## src/rtl/tensor_issue_pkg.sv

```systemverilog
// ---------------------------------------------------------------------------
// tensor_issue_pkg
// Shared definitions for the tensor issue sequencer:
//   - tensor unit op codes (3-bit) and a legality helper
//   - BF16 lane width, lane count and packed vector width
//   - sequencer FSM state encoding
// ---------------------------------------------------------------------------
package tensor_issue_pkg;

    localparam int OP_W   = 3;
    localparam int BF16_W = 16;
    localparam int LANES  = 4;
    localparam int VEC_W  = BF16_W * LANES;

    typedef enum logic [OP_W-1:0] {
        OP_VADD = 3'd0,
        OP_VSUB = 3'd1,
        OP_VMUL = 3'd2,
        OP_FMAC = 3'd3,
        OP_RELU = 3'd4
    } tensor_op_e;

    typedef enum logic [1:0] {
        ST_IDLE  = 2'd0,
        ST_ISSUE = 2'd1,
        ST_WAIT  = 2'd2,
        ST_RESP  = 2'd3
    } seq_state_e;

    // Codes above RELU are reserved and answered with an error response.
    function automatic logic op_is_legal(input logic [OP_W-1:0] op);
        return (op <= OP_RELU);
    endfunction

endpackage

```

## src/rtl/tensor_issue_seq.sv

```systemverilog
// ---------------------------------------------------------------------------
// tensor_issue_seq
// Accepts one command at a time, launches it on the 4-lane BF16 tensor unit,
// waits for the result and hands it back on a valid/ready response port.
// At most one operation is ever in flight.
//
// Parameters
//   TAG_W    width of the opaque command/response tag
//   TMO_CYC  WAIT cycles allowed before timeout (timeout build only)
//
// Ports
//   clk, rst                    rising-edge clock, synchronous active-high reset
//   cmd_valid/cmd_ready         command handshake
//   cmd_op, cmd_a/b/acc, cmd_tag command fields (4x BF16 packed, lane0 [15:0])
//   tu_start                    one-cycle launch pulse to the tensor unit
//   tu_op, tu_a/b/acc           operands, held from launch until done
//   tu_rd, tu_done              tensor unit result and its valid pulse
//   rsp_valid/rsp_ready         response handshake
//   rsp_data, rsp_tag, rsp_err  result, returned tag, error flag
//
// Build option
//   TENSOR_ISSUE_TIMEOUT_EN  when defined, WAIT gives up after TMO_CYC cycles
//                            without tu_done and answers with an error.
//                            Otherwise WAIT persists until tu_done.
//
// State | Meaning
// ------+---------------------------------------------------------------
// IDLE  | ready for a command (only state with cmd_ready=1)
// ISSUE | single cycle, tu_start=1
// WAIT  | operation outstanding, waiting for tu_done (or timeout)
// RESP  | response presented, held until rsp_ready
// ---------------------------------------------------------------------------
module tensor_issue_seq
    import tensor_issue_pkg::*;
#(
    parameter int TAG_W   = 4,
    parameter int TMO_CYC = 15
) (
    input  logic             clk,
    input  logic             rst,
    input  logic             cmd_valid,
    output logic             cmd_ready,
    input  logic [OP_W-1:0]  cmd_op,
    input  logic [VEC_W-1:0] cmd_a,
    input  logic [VEC_W-1:0] cmd_b,
    input  logic [VEC_W-1:0] cmd_acc,
    input  logic [TAG_W-1:0] cmd_tag,
    output logic             tu_start,
    output logic [OP_W-1:0]  tu_op,
    output logic [VEC_W-1:0] tu_a,
    output logic [VEC_W-1:0] tu_b,
    output logic [VEC_W-1:0] tu_acc,
    input  logic [VEC_W-1:0] tu_rd,
    input  logic             tu_done,
    output logic             rsp_valid,
    input  logic             rsp_ready,
    output logic [VEC_W-1:0] rsp_data,
    output logic [TAG_W-1:0] rsp_tag,
    output logic             rsp_err
);

    if (TMO_CYC < 1) begin : g_tmo_cyc_check
        $error("tensor_issue_seq: TMO_CYC must be at least 1");
    end

    seq_state_e       state_q, state_d;
    logic [OP_W-1:0]  op_q, op_d;
    logic [VEC_W-1:0] a_q, a_d;
    logic [VEC_W-1:0] b_q, b_d;
    logic [VEC_W-1:0] acc_q, acc_d;
    logic [TAG_W-1:0] tag_q, tag_d;
    logic [VEC_W-1:0] data_q, data_d;
    logic             err_q, err_d;
    logic             tmo_hit;

`ifdef TENSOR_ISSUE_TIMEOUT_EN
    localparam int CNT_W = (TMO_CYC > 1) ? $clog2(TMO_CYC) : 1;

    logic [CNT_W-1:0] tmo_cnt_q, tmo_cnt_d;

    // Held at zero outside WAIT, so every WAIT visit starts from zero.
    always_comb begin
        tmo_cnt_d = '0;
        if (state_q == ST_WAIT) begin
            tmo_cnt_d = tmo_cnt_q + 1'b1;
        end
    end

    // Fires in the TMO_CYC-th WAIT cycle; tu_done in that cycle takes priority.
    assign tmo_hit = (state_q == ST_WAIT) && (tmo_cnt_q == CNT_W'(TMO_CYC - 1));

    always_ff @(posedge clk) begin
        if (rst) begin
            tmo_cnt_q <= '0;
        end else begin
            tmo_cnt_q <= tmo_cnt_d;
        end
    end
`else
    assign tmo_hit = 1'b0;
`endif

    always_comb begin
        state_d = state_q;
        op_d    = op_q;
        a_d     = a_q;
        b_d     = b_q;
        acc_d   = acc_q;
        tag_d   = tag_q;
        data_d  = data_q;
        err_d   = err_q;

        case (state_q)
            ST_IDLE: begin
                if (cmd_valid) begin
                    tag_d = cmd_tag;
                    if (op_is_legal(cmd_op)) begin
                        op_d    = cmd_op;
                        a_d     = cmd_a;
                        b_d     = cmd_b;
                        acc_d   = cmd_acc;
                        state_d = ST_ISSUE;
                    end else begin
                        data_d  = '0;
                        err_d   = 1'b1;
                        state_d = ST_RESP;
                    end
                end
            end
            ST_ISSUE: begin
                state_d = ST_WAIT;
            end
            ST_WAIT: begin
                if (tu_done) begin
                    data_d  = tu_rd;
                    err_d   = 1'b0;
                    state_d = ST_RESP;
                end else if (tmo_hit) begin
                    data_d  = '0;
                    err_d   = 1'b1;
                    state_d = ST_RESP;
                end
            end
            ST_RESP: begin
                if (rsp_ready) begin
                    state_d = ST_IDLE;
                end
            end
            default: begin
                state_d = ST_IDLE;
            end
        endcase
    end

    always_ff @(posedge clk) begin
        if (rst) begin
            state_q <= ST_IDLE;
            op_q    <= '0;
            a_q     <= '0;
            b_q     <= '0;
            acc_q   <= '0;
            tag_q   <= '0;
            data_q  <= '0;
            err_q   <= 1'b0;
        end else begin
            state_q <= state_d;
            op_q    <= op_d;
            a_q     <= a_d;
            b_q     <= b_d;
            acc_q   <= acc_d;
            tag_q   <= tag_d;
            data_q  <= data_d;
            err_q   <= err_d;
        end
    end

    assign cmd_ready = (state_q == ST_IDLE);
    assign tu_start  = (state_q == ST_ISSUE);
    assign rsp_valid = (state_q == ST_RESP);

    assign tu_op    = op_q;
    assign tu_a     = a_q;
    assign tu_b     = b_q;
    assign tu_acc   = acc_q;
    assign rsp_data = data_q;
    assign rsp_tag  = tag_q;
    assign rsp_err  = err_q;

endmodule

```

## config.mk

```make
export PLATFORM = sky130hd
export DESIGN_NAME = tensor_issue_seq
export DESIGN_NICKNAME = d
export VERILOG_FILES = /design/src/rtl/tensor_issue_pkg.sv /design/src/rtl/tensor_issue_seq.sv
export SDC_FILE = /design/constraint.sdc
export NUM_CORES = 1
export LEC_CHECK = 0
export ABC_AREA = 1
export BUFFER_PORTS_ARGS = -buffer_cell sky130_fd_sc_hd__clkbuf_2
export CORE_AREA = 3 3 205 207
export CTS_BUF_LIST = sky130_fd_sc_hd__clkbuf_16
export CTS_CLUSTER_SIZE = 25
export DETAILED_ROUTE_END_ITERATION = 10
export DIE_AREA = 0 0 208 210
export SLEW_MARGIN = 0
export SYNTH_ARGS = -nofsm -noshare
export SYNTH_HDL_FRONTEND = slang
export SYNTH_SLANG_ARGS = --single-unit
```

## constraint.sdc

```tcl
create_clock -name clk -period 2.3 [get_ports clk]
set_input_delay 0.46 -clock clk [delete_from_list [all_inputs] [get_ports clk]]
set_output_delay 0.46 -clock clk [all_outputs]
set_load 0.02 [all_outputs]
```

# Word level (Yosys, flattened, before mapping)
# Cells that the tools add are included.
# word_totals
word_cells	35
romBits	0
mem_count	0
ff_bits	266
out_inout_bits	267
in_bits	268
mem_bits_rw	0
latchBits	0
# classes
div	0
n_mux	13
bitwise	0
order_cmp	1
shift	0
addsub	0
n_eq_ne	7
mul	0
n_reduce_logical	6
# ops
cell	count
$mux W64	3
$pmux W64 S2	1
$mux W2	4
$pmux W2 S4	1
$ne A2 B2 Y1 const B	3
$reduce_and A3 Y1	2
$eq A2 B2 Y1 const B	2
$reduce_and A4 Y1	1
$le A3 B3 Y1 const B	1
$mux W1	3
$eq A2 B1 Y1 const B	1
$logic_not A2 Y1	1
$ne A2 B1 Y1 const B	1
$pmux W1 S2	1
$reduce_and A2 Y1	1
$reduce_bool A2 Y1	1

# Logic depth before layout (Yosys ltp)
# Gate-level depths: netlist of the first run.
# logic_depth
ltp_word	4
depth_mapped	10

# Least setup slack after synthesis of the first run
# Ideal clock, no wire load.
# synth_timing
path_kind	reg2reg
start	register state_q[0]
end	register data_q[10] (netlist: rsp_data[10])
path_stages_with_launch	11
slack_ns	0.594
t_arrival_ns	1.593
setup_ns	0.113
required_time_ns	2.187
path_buffers	2
path_cell_list	dfxtp_1 > inv_1 > ha_1 > nand2_1 > nand2_1 > nor2_4 > nand2_2 > buf_4 > buf_4 > nor2_1 > nor2_1
# synth_via
elab_chain_len	3
# synth_rtl
element	line_no	text
start, declared	tensor_issue_seq.sv:66	seq_state_e state_q, state_d;
start signal, assigned	tensor_issue_seq.sv:166	state_q <= state_d;
$logic_not A2 Y1 (*)	--	
named net cmd_ready	tensor_issue_seq.sv:42	output logic cmd_ready,
$ne A2 B2 Y1 (no source line) / $reduce_bool A2 Y1 (equally long branches)	--	
$reduce_and A4 Y1 (no source line)	--	
end signal, assigned	tensor_issue_seq.sv:172	data_q <= data_d;
end, declared	tensor_issue_seq.sv:72	logic [VEC_W-1:0] data_q, data_d;
# The timed path passes the listed nets; every way through them passes the cells marked *.
# A chain may end at the register's enable or synchronous reset.

# Worst setup path in the final report of the first run
# layout_timing
start	register state_q[0]
end	output cmd_ready
# layout_via
elab_chain_len	1
# layout_rtl
element	line_no	text
$logic_not A2 Y1	tensor_issue_seq.sv:177	assign cmd_ready = (state_q == ST_IDLE);
end, declared	tensor_issue_seq.sv:42	
# No other way between the ends.

==> results by group, run 1 <==
Floorplan
  – Die span in y: 210 um
  – Top-Level Pins: about 540
  – Die X: roughly 210 um
  – Core area: around 41000 um^2
  – Std cell rows: 74
  – Full die area: around 44000 um^2
  – Initial Utilization: 0.248

Worst setup path
  – Critical path required time: approximately 1.8 ns
  – Max incr delay on CP: approximately 0.33 ns
  – Slowest cell on crit path: dfxtp_1
  – Crit end category: primary output
  – Critical-path cell list: inv_1, ha_1, clkbuf_2
  – WP buf/inv: 2
  – Largest delay contributor family on the critical path: buffers and inverters
  – WS Path Type: reg -> out
  – Worst Path Max Fanout: 5
  – Reg2reg setup slack: between 0.3 and 0.4 ns
  – CP startpoint kind: register
  – Critical path arrival: 1.51 ns

STA
  – Worst Skew: 0.0274 ns
  – Post-route minimum period: around 2.0 ns
  – Final period util: 0.856
  – Slew margin rel.: 0.514
  – F_max: between 0.5 and 0.6 GHz
  – Final setup fails: 0
  – Final slew viol count: 0
  – Least-Margin Pin Slew: around 0.73 ns
  – Final TNS setup: 0 ns
  – RSZ-0062 raised after global routing: no
  – Hold Violations, Final: 0

Layout
  – Final instance area: 14100 um^2
  – Final Util: 0.349
  – Post-layout nets: 2165
  – Register Area: 5330 um^2
  – Share of cells above drive strength 1: 0.312
  – Commonest non-fill, non-tap cells in the layout: clkbuf_2, nor2_1, dfxtp_1
  – Commonest non-fill, non-tap cell in the layout: clkbuf_2
  – Layout fillers: 4395
  – Area growth from synthesis to layout: 40.8%
  – Area of the multi-input gates: between 3000 and 4000 um^2

Logic synthesis
  – Synthesized flop and latch total: around 270
  – Cells after Synth: 1405
  – Synth Area in Simple Gates: 0.274
  – Post-Syn Nets: roughly 1700
  – Post-synth top area share: 0.530
  – Mean Syn Cell Area: slightly above 7 um^2
  – Synth cell types: 17
  – Top cells by area, synth: dfxtp_1, nor2_1, o21ai_0, nand2_1, inv_1
  – Netlist Area Pre-Place: 10100 um^2
  – Mux contribution to synthesized area: 0
  – Synthesized-area fraction occupied by adder cells: 0.00622
  – Yosys warnings: 0
  – Sequential fraction of the synthesis area: 0.530
  – Main combinational cell family by area after synthesis: simple AND/OR/NAND/NOR gates
  – Compound-Gate Fraction of Synth Area: 0.111
  – Synth Area in XOR/XNOR: 0
  – Largest area contributor in the netlist: dfxtp_1

Routing
  – Via density: between 4 and 5
  – Number of iterations in the first detailed-routing pass: 5
  – Drt wl/cell: 14.4 um
  – Wirelength, routed: between 30000 and 40000 um
  – Vias: 10400
  – Initial DRC Count: roughly 630
  – DRC viols: 0
  – DRT antenna net count: 0

Worst hold path
  – Worst Hold Class: in -> reg

Clock network
  – Max H-tree Level: 1
  – CTS clk-pin slew, worst paths: approximately 0.06 ns
  – Clock Sinks: about 270
  – Root Buffer: clkbuf_16
  – Postcts setup bufs: 0
  – Hold Buf Count CTS: 0
  – TritonCTS Buffers: 30
  – Clock latency on the worst-skew pair: 0.57 ns
  – Gates resized, CTS repair: 0
  – CTS tree: built
  – CTS Buffer Depth: 3

Global route
  – GRT Total Usage: 0.151
  – Initial antenna violation count: 5
  – GR Overflow Total: 0
  – Number of global-route vias before repair: between 9000 and 10000
  – Largest net degree at the start of global routing: 100
  – First-pass GRT wire length: ~54000 um

Placed design
  – IO Port Bufs: roughly 530
  – Placed Instance Area: ~13000 um^2
  – Routability cong.: 0.852
  – Hpwl dp: between 20000 and 30000 um

Flow run
  – Max Cap Violations: 0

Power and ir drop
  – Worst vdd ir: around 0.8 mV
  – Power per cell area: 1360 nW/um^2
  – Static Leakage: 7.35 nW

Run status
  – Status: complete, no violations
[registers in the layout, indices dropped and copies added, names as in the netlist]
name and count:
rsp_data 64, tu_acc 64, state_q 2, tu_a 64, rsp_tag 4, tu_op 3, rsp_err 1, tu_b 64
[cell families (layout without fill, tap and decap cells)]
| group | after synthesis | count (layout) |
|---|---|---|
| simple gates | 721 | 721 |
| other cells | 0 | 2 |
| compound gates | 222 | 222 |
| flops | 266 | 266 |
| buf+inv | 191 | 700 |
| fa+ha+maj | 5 | 5 |
[layer usage]
layer	wire, um	global-route usage
met3	3220	0.0488
met4	922	0.0481
met1	13900	0.176
met5	27	0
met2	17100	0.263
[report_power, final]
part	total [W]	leakage (nW)	switching (W)	internal, W
Sequential	0.00662	2.19	0.000680	0.00594
Combinational	0.00799	4.67	0.00543	0.00256
Clock	0.00457	0.491	0.00189	0.00268
[Yosys cell counts]
cell and n:
nand3_1 23, clkbuf_1 54, nor2_1 507, buf_1 4, dfxtp_1 266, buf_2 25
nor3_1 2, buf_4 12, o21ai_2 1, inv_2 2, ha_1 5, nor2_4 1
inv_1 94, o21ai_0 197, nand2_2 4, nand2_1 184, a21oi_1 24
[metrics by stage]
step                      setup WS, ns  power (W)  hold slack [ns]  std cells
final                            0.331     0.0192            0.134       2448
after global routing             0.148     0.0206            0.115       2447
after CTS                        0.285     0.0194            0.113       2446
after detailed placement         0.182     0.0148            0.466       2392
after global placement           0.177     0.0146            0.455       2392
after floorplan                  0.594     0.0121            0.529       1405
[worst paths after layout]
path / from / endpoint / depth (start not counted)
max: state_q[0] / cmd_ready / 3
min: cmd_b[52] / tu_b[52] / 3
max reg2reg: state_q[0] / rsp_data[11] / 9
min reg2reg: tu_op[2] / tu_op[2] / 2
[worst min-delay path, cell delays in order]
cell and delay [ns]:
clkbuf_2 0.07, o21ai_0 0.07, nor2_1 0.07
[final cells by class]
| cell class | instances | share of cell area |
|---|---|---|
| antenna | 2 | 0.000354 |
| timing repair buffer | 550 | 0.205 |
| clock inverter | 24 | 0.0131 |
| inverter | 96 | 0.0262 |
| clock buffer | 30 | 0.0531 |
| sequential | 266 | 0.376 |
| tap | 532 | 0.0471 |
| multi-input combinational | 948 | 0.279 |
Power figures use the tool's default switching activity.
==> run 2: changes to the inputs <==
--- a/config.mk
+++ b/config.mk
@@ -14,2 +14,3 @@
 export DIE_AREA = 0 0 208 210
+export PLACE_DENSITY = 0.61
 export SLEW_MARGIN = 0
--- a/constraint.sdc
+++ b/constraint.sdc
@@ -3,2 +3,2 @@
 set_output_delay 0.46 -clock clk [all_outputs]
-set_load 0.02 [all_outputs]
+set_load 0.05 [all_outputs]
==> run 2 against run 1 <==
  * Power is 15% higher
  * Cell count increased by 0.65%
  * Clock skew decreased by 0.0062 ns
  * Non-clock buffer count is 17 higher
  * Wire length increased by 0.51%
  * Sequential share of layout area fell by 0.17 points
  * Critical path depth stayed put
  * Global-route usage rose by 0.22 points
  * First-iteration DRC count down 12%
  * Combinational power is 38% higher
  * Flip-flop and latch count stayed put
  * Largest power group unchanged
==> results by group, run 2 (synthesized netlist as in run 1, its figures left out) <==
Clock network
  – Clock latency on the worst-skew pair: roughly 0.57 ns
  – Clock Sinks: between 200 and 300
  – Root Buffer: clkbuf_16
  – TritonCTS Buffers: 29
  – CTS Buffer Depth: 3
  – CTS tree: built
  – CTS clk-pin slew, worst paths: 0.06 ns
  – Gates resized, CTS repair: 0
  – Max H-tree Level: 1
  – Postcts setup bufs: 0
  – Hold Buf Count CTS: 0

Power and ir drop
  – Switching Fraction: 0.499
  – Sw power: ~0.011 W
  – Clk pwr share: 0.196
  – Combinational Power Share: 0.503
  – Power per cell area: roughly 1500 nW/um^2
  – Worst vdd ir: between 0.6 and 0.7 mV
  – Sequential Power Share: 0.301
  – Internal power: around 0.011 W
  – Static Leakage: around 7.4 nW

Flow run
  – Max Cap Violations: 0

Floorplan
  – Full die area: about 44000 um^2
  – Die X: ~210 um
  – Top-Level Pins: about 540
  – Initial Utilization: 0.248
  – Std cell rows: between 70 and 80
  – Core area: just over 40000 um^2
  – Die span in y: roughly 210 um

STA
  – Final TNS setup: 0 ns
  – Hold_ws: 0.138 ns
  – Final setup fails: 0
  – Least-Margin Pin Slew: between 0.6 and 0.7 ns
  – F_max: between 0.4 and 0.5 GHz
  – RSZ-0062 raised after global routing: no
  – Post-route minimum period: 2.07 ns
  – Final period util: 0.898
  – Worst Skew: approximately 0.021 ns
  – Slew margin rel.: 0.540
  – Setup ws final: approximately 0.23 ns
  – Hold Violations, Final: 0
  – Final slew viol count: 0

Routing
  – Via density: roughly 4.3
  – DRC viols: 0
  – Vias: 10500
  – Wirelength, routed: about 35000 um
  – DRT antenna net count: 0
  – Initial DRC Count: 550
  – Drt wl/cell: approximately 14 um
  – Number of iterations in the first detailed-routing pass: 5

Worst setup path
  – Reg2reg end: tu_acc[55]
  – Crit end category: primary output
  – Worst Path Max Fanout: 5
  – Critical path arrival: between 1.5 and 2 ns
  – Reg2reg start: state_q[0]
  – Critical path required time: about 1.8 ns
  – CP startpoint kind: register
  – Register-to-Register Path Depth: 9
  – WS Path Type: reg -> out
  – Reg2reg setup slack: between 0.2 and 0.25 ns

Global route
  – Number of global-route vias before repair: 10100
  – First-pass GRT wire length: approximately 54000 um
  – Largest net degree at the start of global routing: 72
  – Initial antenna violation count: 4
  – GRT Total Usage: 0.153
  – GR Overflow Total: 0

Layout
  – Register Area: ~5300 um^2
  – Commonest non-fill, non-tap cells in the layout: clkbuf_2, nor2_1, dfxtp_1
  – Layout fillers: 4305
  – Share of cells above drive strength 1: 0.320
  – Commonest non-fill, non-tap cell in the layout: clkbuf_2
  – Area of the multi-input gates: 3950 um^2
  – Area growth from synthesis to layout: 41.4%
  – Post-layout nets: ~2200

Worst hold path
  – Worst Hold Class: in -> reg
  – Worst hold path endpoint: tu_op[1]
  – Worst hold path depth: 2
  – Hold_sp: rst

Placed design
  – Routability cong.: 0.843
  – IO Port Bufs: roughly 530
  – Hpwl dp: between 20000 and 30000 um
  – Pre-CTS WS: 0.191 ns

Run status
  – Status: complete, no violations
## run 2: changes by cell type in the layout (fill, tap and decap cells not counted), sizes merged
cell    change
buf        +17
clkinv      +6
inv         -3
bufinv      -2
clkbuf      -1
diode       -1
## run 2: worst max path at each step
| stage | startpoint | endpoint | slack [ns] | cells past startpoint |
|---|---|---|---|---|
| after CTS | state_q[0] | cmd_ready | 0.19 | 3 |
| after global placement | state_q[0] | tu_b[24] | 0.31 | 9 |
| final | state_q[0] | cmd_ready | 0.23 | 3 |
| after detailed placement | state_q[0] | tu_acc[49] | 0.19 | 9 |
| after global routing | state_q[0] | tu_b[10] | 0.05 | 9 |
| after floorplan | state_q[0] | rsp_data[10] | 0.43 | 10 |
## run 2: stage by stage
step	util	instances	cell area (um^2)	total power [W]
after floorplan	-	1405	10100	0.0150
after global placement	0.329	2409	13300	0.0177
after detailed placement	0.329	2409	13300	0.0179
after CTS	0.350	2463	14200	0.0222
after global routing	0.350	2463	14200	0.0234
final	0.350	2464	14200	0.0220
## run 2: layer usage
metal	wire (um)	track usage
met1	13700	0.173
met2	16800	0.265
met3	3520	0.0567
met4	1450	0.0577
met5	38	0
## run 2: final cells by class
type                            instances  share of cell area
Multi-Input combinational cell        948               0.278
Timing Repair Buffer                  567               0.213
Sequential cell                       266               0.375
Tap cell                              532              0.0468
Clock buffer                           29              0.0511
Clock inverter                         25             0.00986
Antenna cell                            1            0.000176
Inverter                               96              0.0261
## run 2: worst max-delay path, cell delays in order (launching register included)
cell	delay, ns
dfxtp_1	0.34
inv_1	0.13
ha_1	0.26
clkbuf_2	0.32
## run 2: power groups by stage
stage / registers [W] / logic (W) / clock network, W
global placement: 0.00666 / 0.0110 / 0
global route: 0.00677 / 0.0120 / 0.00465
detailed placement: 0.00671 / 0.0111 / 0
CTS: 0.00662 / 0.0112 / 0.00446
floorplan: 0.0111 / 0.00397 / 0
finish: 0.00661 / 0.0110 / 0.00431
==> run 3: changes to the inputs <==
- ABC_AREA: 1 -> 0
- CORE_AREA: 3 3 205 207 -> 3 3 204 206
- DIE_AREA: 0 0 208 210 -> 0 0 207 209
- PLACE_DENSITY: 0.61 -> 0.63
==> run 3 against run 2 <==
  * Synthesized cell count fell by 13%
  * Register-to-register slack improved by 0.06 ns
  * Combinational power is 41% lower
  * Setup slack worse by 0.082 ns
  * Design area is 3.5% higher
  * Critical path type unchanged
  * Largest cell class unchanged
==> results by group, run 3 <==
Clock network
  – Root Buffer: clkbuf_16
  – CTS clk-pin slew, worst paths: approximately 0.06 ns
  – Postcts setup bufs: 0
  – Clock Sinks: ~270
  – Gates resized, CTS repair: 0
  – Max H-tree Level: 1
  – CTS tree: built
  – Clock latency on the worst-skew pair: approximately 0.55 ns
  – Hold Buf Count CTS: 0
  – TritonCTS Buffers: 29
  – CTS Buffer Depth: 3

Logic synthesis
  – Top cells by count, synth: dfxtp_1, a21oi_1, nand3_1, o21ai_1, clkbuf_1
  – Post-synth top area share: 0.500
  – Yosys warnings: 0
  – Netlist Area Pre-Place: about 11000 um^2
  – Post-Syn Nets: roughly 1500
  – Cells after Synth: approximately 1200
  – Synth cell types: 28
  – Number of synthesized flops with an enable pin: 0
  – Top cells by area, synth: dfxtp_1, a21oi_1, nand3_1, mux2i_1, o21ai_1
  – Main synth FF type: dfxtp_1
  – Asr flop ratio synth: 0
  – Sequential fraction of the synthesis area: 0.500
  – Synthesized flop and latch total: 266
  – Mean Syn Cell Area: just under 9 um^2
  – Largest area contributor in the netlist: dfxtp_1
  – Most common cell in the netlist: dfxtp_1

Global route
  – Number of global-route vias before repair: between 10000 and 15000
  – GR Overflow Total: 0
  – Largest net degree at the start of global routing: between 150 and 200
  – GRT Total Usage: 0.164
  – First-pass GRT wire length: 58600 um
  – Initial antenna violation count: 3

Routing
  – Vias: 10900
  – Wirelength, routed: roughly 39000 um
  – DRT antenna net count: 0
  – Initial DRC Count: approximately 820
  – Number of iterations in the first detailed-routing pass: 5
  – Via density: 4.88
  – DRC viols: 0
  – Drt wl/cell: about 18 um

Power and ir drop
  – Worst vdd ir: 0.613 mV
  – Static Leakage: between 6 and 7 nW
  – Power per cell area: between 1000 and 1500 nW/um^2
  – Post-layout power: approximately 0.016 W

Layout
  – Final Instance Count excl. Fillers: 2227
  – Share of cells above drive strength 1: 0.359
  – Register Area: 5330 um^2
  – Post-layout nets: ~2000
  – Area growth from synthesis to layout: 38.1%
  – Area of the multi-input gates: about 4800 um^2
  – Commonest non-fill, non-tap cells in the layout: clkbuf_2, dfxtp_1, a21oi_1
  – Final instance area: 14700 um^2
  – Commonest non-fill, non-tap cell in the layout: clkbuf_2
  – Layout fillers: roughly 4000

STA
  – Slew margin rel.: 0.367
  – Post-route minimum period: approximately 2.1 ns
  – Setup ws final: between 0.15 and 0.2 ns
  – Final slew viol count: 0
  – F_max: about 0.47 GHz
  – Least-Margin Pin Slew: between 0.9 and 1 ns
  – Hold Violations, Final: 0
  – RSZ-0062 raised after global routing: no
  – Final TNS setup: 0 ns
  – Final setup fails: 0
  – Worst Skew: 0.00730 ns
  – Final period util: 0.934

Worst setup path
  – CP startpoint kind: register
  – WP buf/inv: 2
  – Max incr delay on CP: ~0.36 ns
  – Slowest cell on crit path: clkbuf_2
  – Critical-path cell list: inv_1, ha_1, clkbuf_2
  – WS Path Type: reg -> out
  – Reg2reg setup slack: 0.30 ns
  – Critical path required time: between 1.5 and 2 ns
  – Critical path arrival: between 1.5 and 2 ns
  – Crit end category: primary output
  – Largest delay contributor family on the critical path: buffers and inverters
  – Worst Path Max Fanout: 5

Floorplan
  – Std cell rows: 73
  – Initial Utilization: 0.268
  – Die span in y: ~210 um
  – Full die area: 43300 um^2
  – Core area: between 30000 and 40000 um^2
  – Die X: between 200 and 250 um
  – Top-Level Pins: ~540

Placed design
  – Dpl cells: roughly 2200
  – Routability cong.: ~0.86
  – IO Port Bufs: roughly 530
  – Pre-CTS WS: 0.306 ns
  – Hpwl dp: around 27000 um
  – Placed Instance Area: roughly 14000 um^2

Flow run
  – Max Cap Violations: 0

Run status
  – Status: complete, no violations

Worst hold path
  – Worst Hold Class: in -> reg
## run 3: cell types whose count changed after synthesis, moves of 64 or more
cell,previous run,this run
nand3b_1,0,64
a21oi_1,24,199
nand3_1,23,192
inv_1,94,2
o21ai_0,197,73
o21ai_1,0,124
nor2_1,507,2
nand2b_1,0,67
nand2_1,184,9
mux2i_1,0,66
## run 3: logic make-up (layout without fill, tap and decap cells)
group | Yosys count | after routing | share of synthesized area
AOI/OAI and AO/OA | 402 | 402 | 0.191
and+or+nand+nor | 341 | 341 | 0.183
DFF | 266 | 266 | 0.500
buffers and inverters | 139 | 620 | 0.0580
muxes | 67 | 67 | 0.0630
adders and majority gates | 5 | 5 | 0.00587
other | 0 | 1 | 0
## run 3: path summary, 6_finish.rpt
path / end / start / cells past startpoint
worst min-delay path: rsp_tag[2] / cmd_tag[2] / 3
worst max-delay path: cmd_ready / state_q[0] / 3
worst min register to register: rsp_tag[0] / rsp_tag[0] / 2
worst max register to register: rsp_data[11] / state_q[0] / 7
## run 3: cell type report
cell class,count,area share
Sequential cell,266,0.362
Inverter,3,0.000765
Antenna cell,1,0.000170
Multi-Input combinational cell,815,0.323
Clock inverter,21,0.00825
Tap cell,525,0.0446
Timing Repair Buffer,567,0.212
Clock buffer,29,0.0493
## run 3: routing by layer
layer,track usage,share of wire,vias to the layer above
li1,-,-,5226
met1,0.204,0.42,5132
met2,0.281,0.48,439
met3,0.0401,0.073,64
met4,0.0492,0.025,4
met5,0,0.0010,-
## run 3: worst register-to-register path, delay by kind of cell, from the launching register on
kind	cells	cell delay [ns]
compound gates	1	0.32
fa+ha+maj	1	0.35
buf+inv	3	0.53
flops	1	0.34
mux	2	0.38
## run 3: report_power, final
group	internal [W]	switching (W)	total [W]
Combinational	0.00184	0.00468	0.00652
Clock	0.00238	0.00185	0.00423
Sequential	0.00519	0.000301	0.00549
## run 3: through the flow
| stage | utilization | hold slack, ns |
|---|---|---|
| after floorplan | - | 0.549 |
| after global placement | 0.348 | 0.447 |
| after detailed placement | 0.348 | 0.453 |
| after CTS | 0.369 | 0.0913 |
| after global routing | 0.370 | 0.103 |
| final | 0.370 | 0.131 |
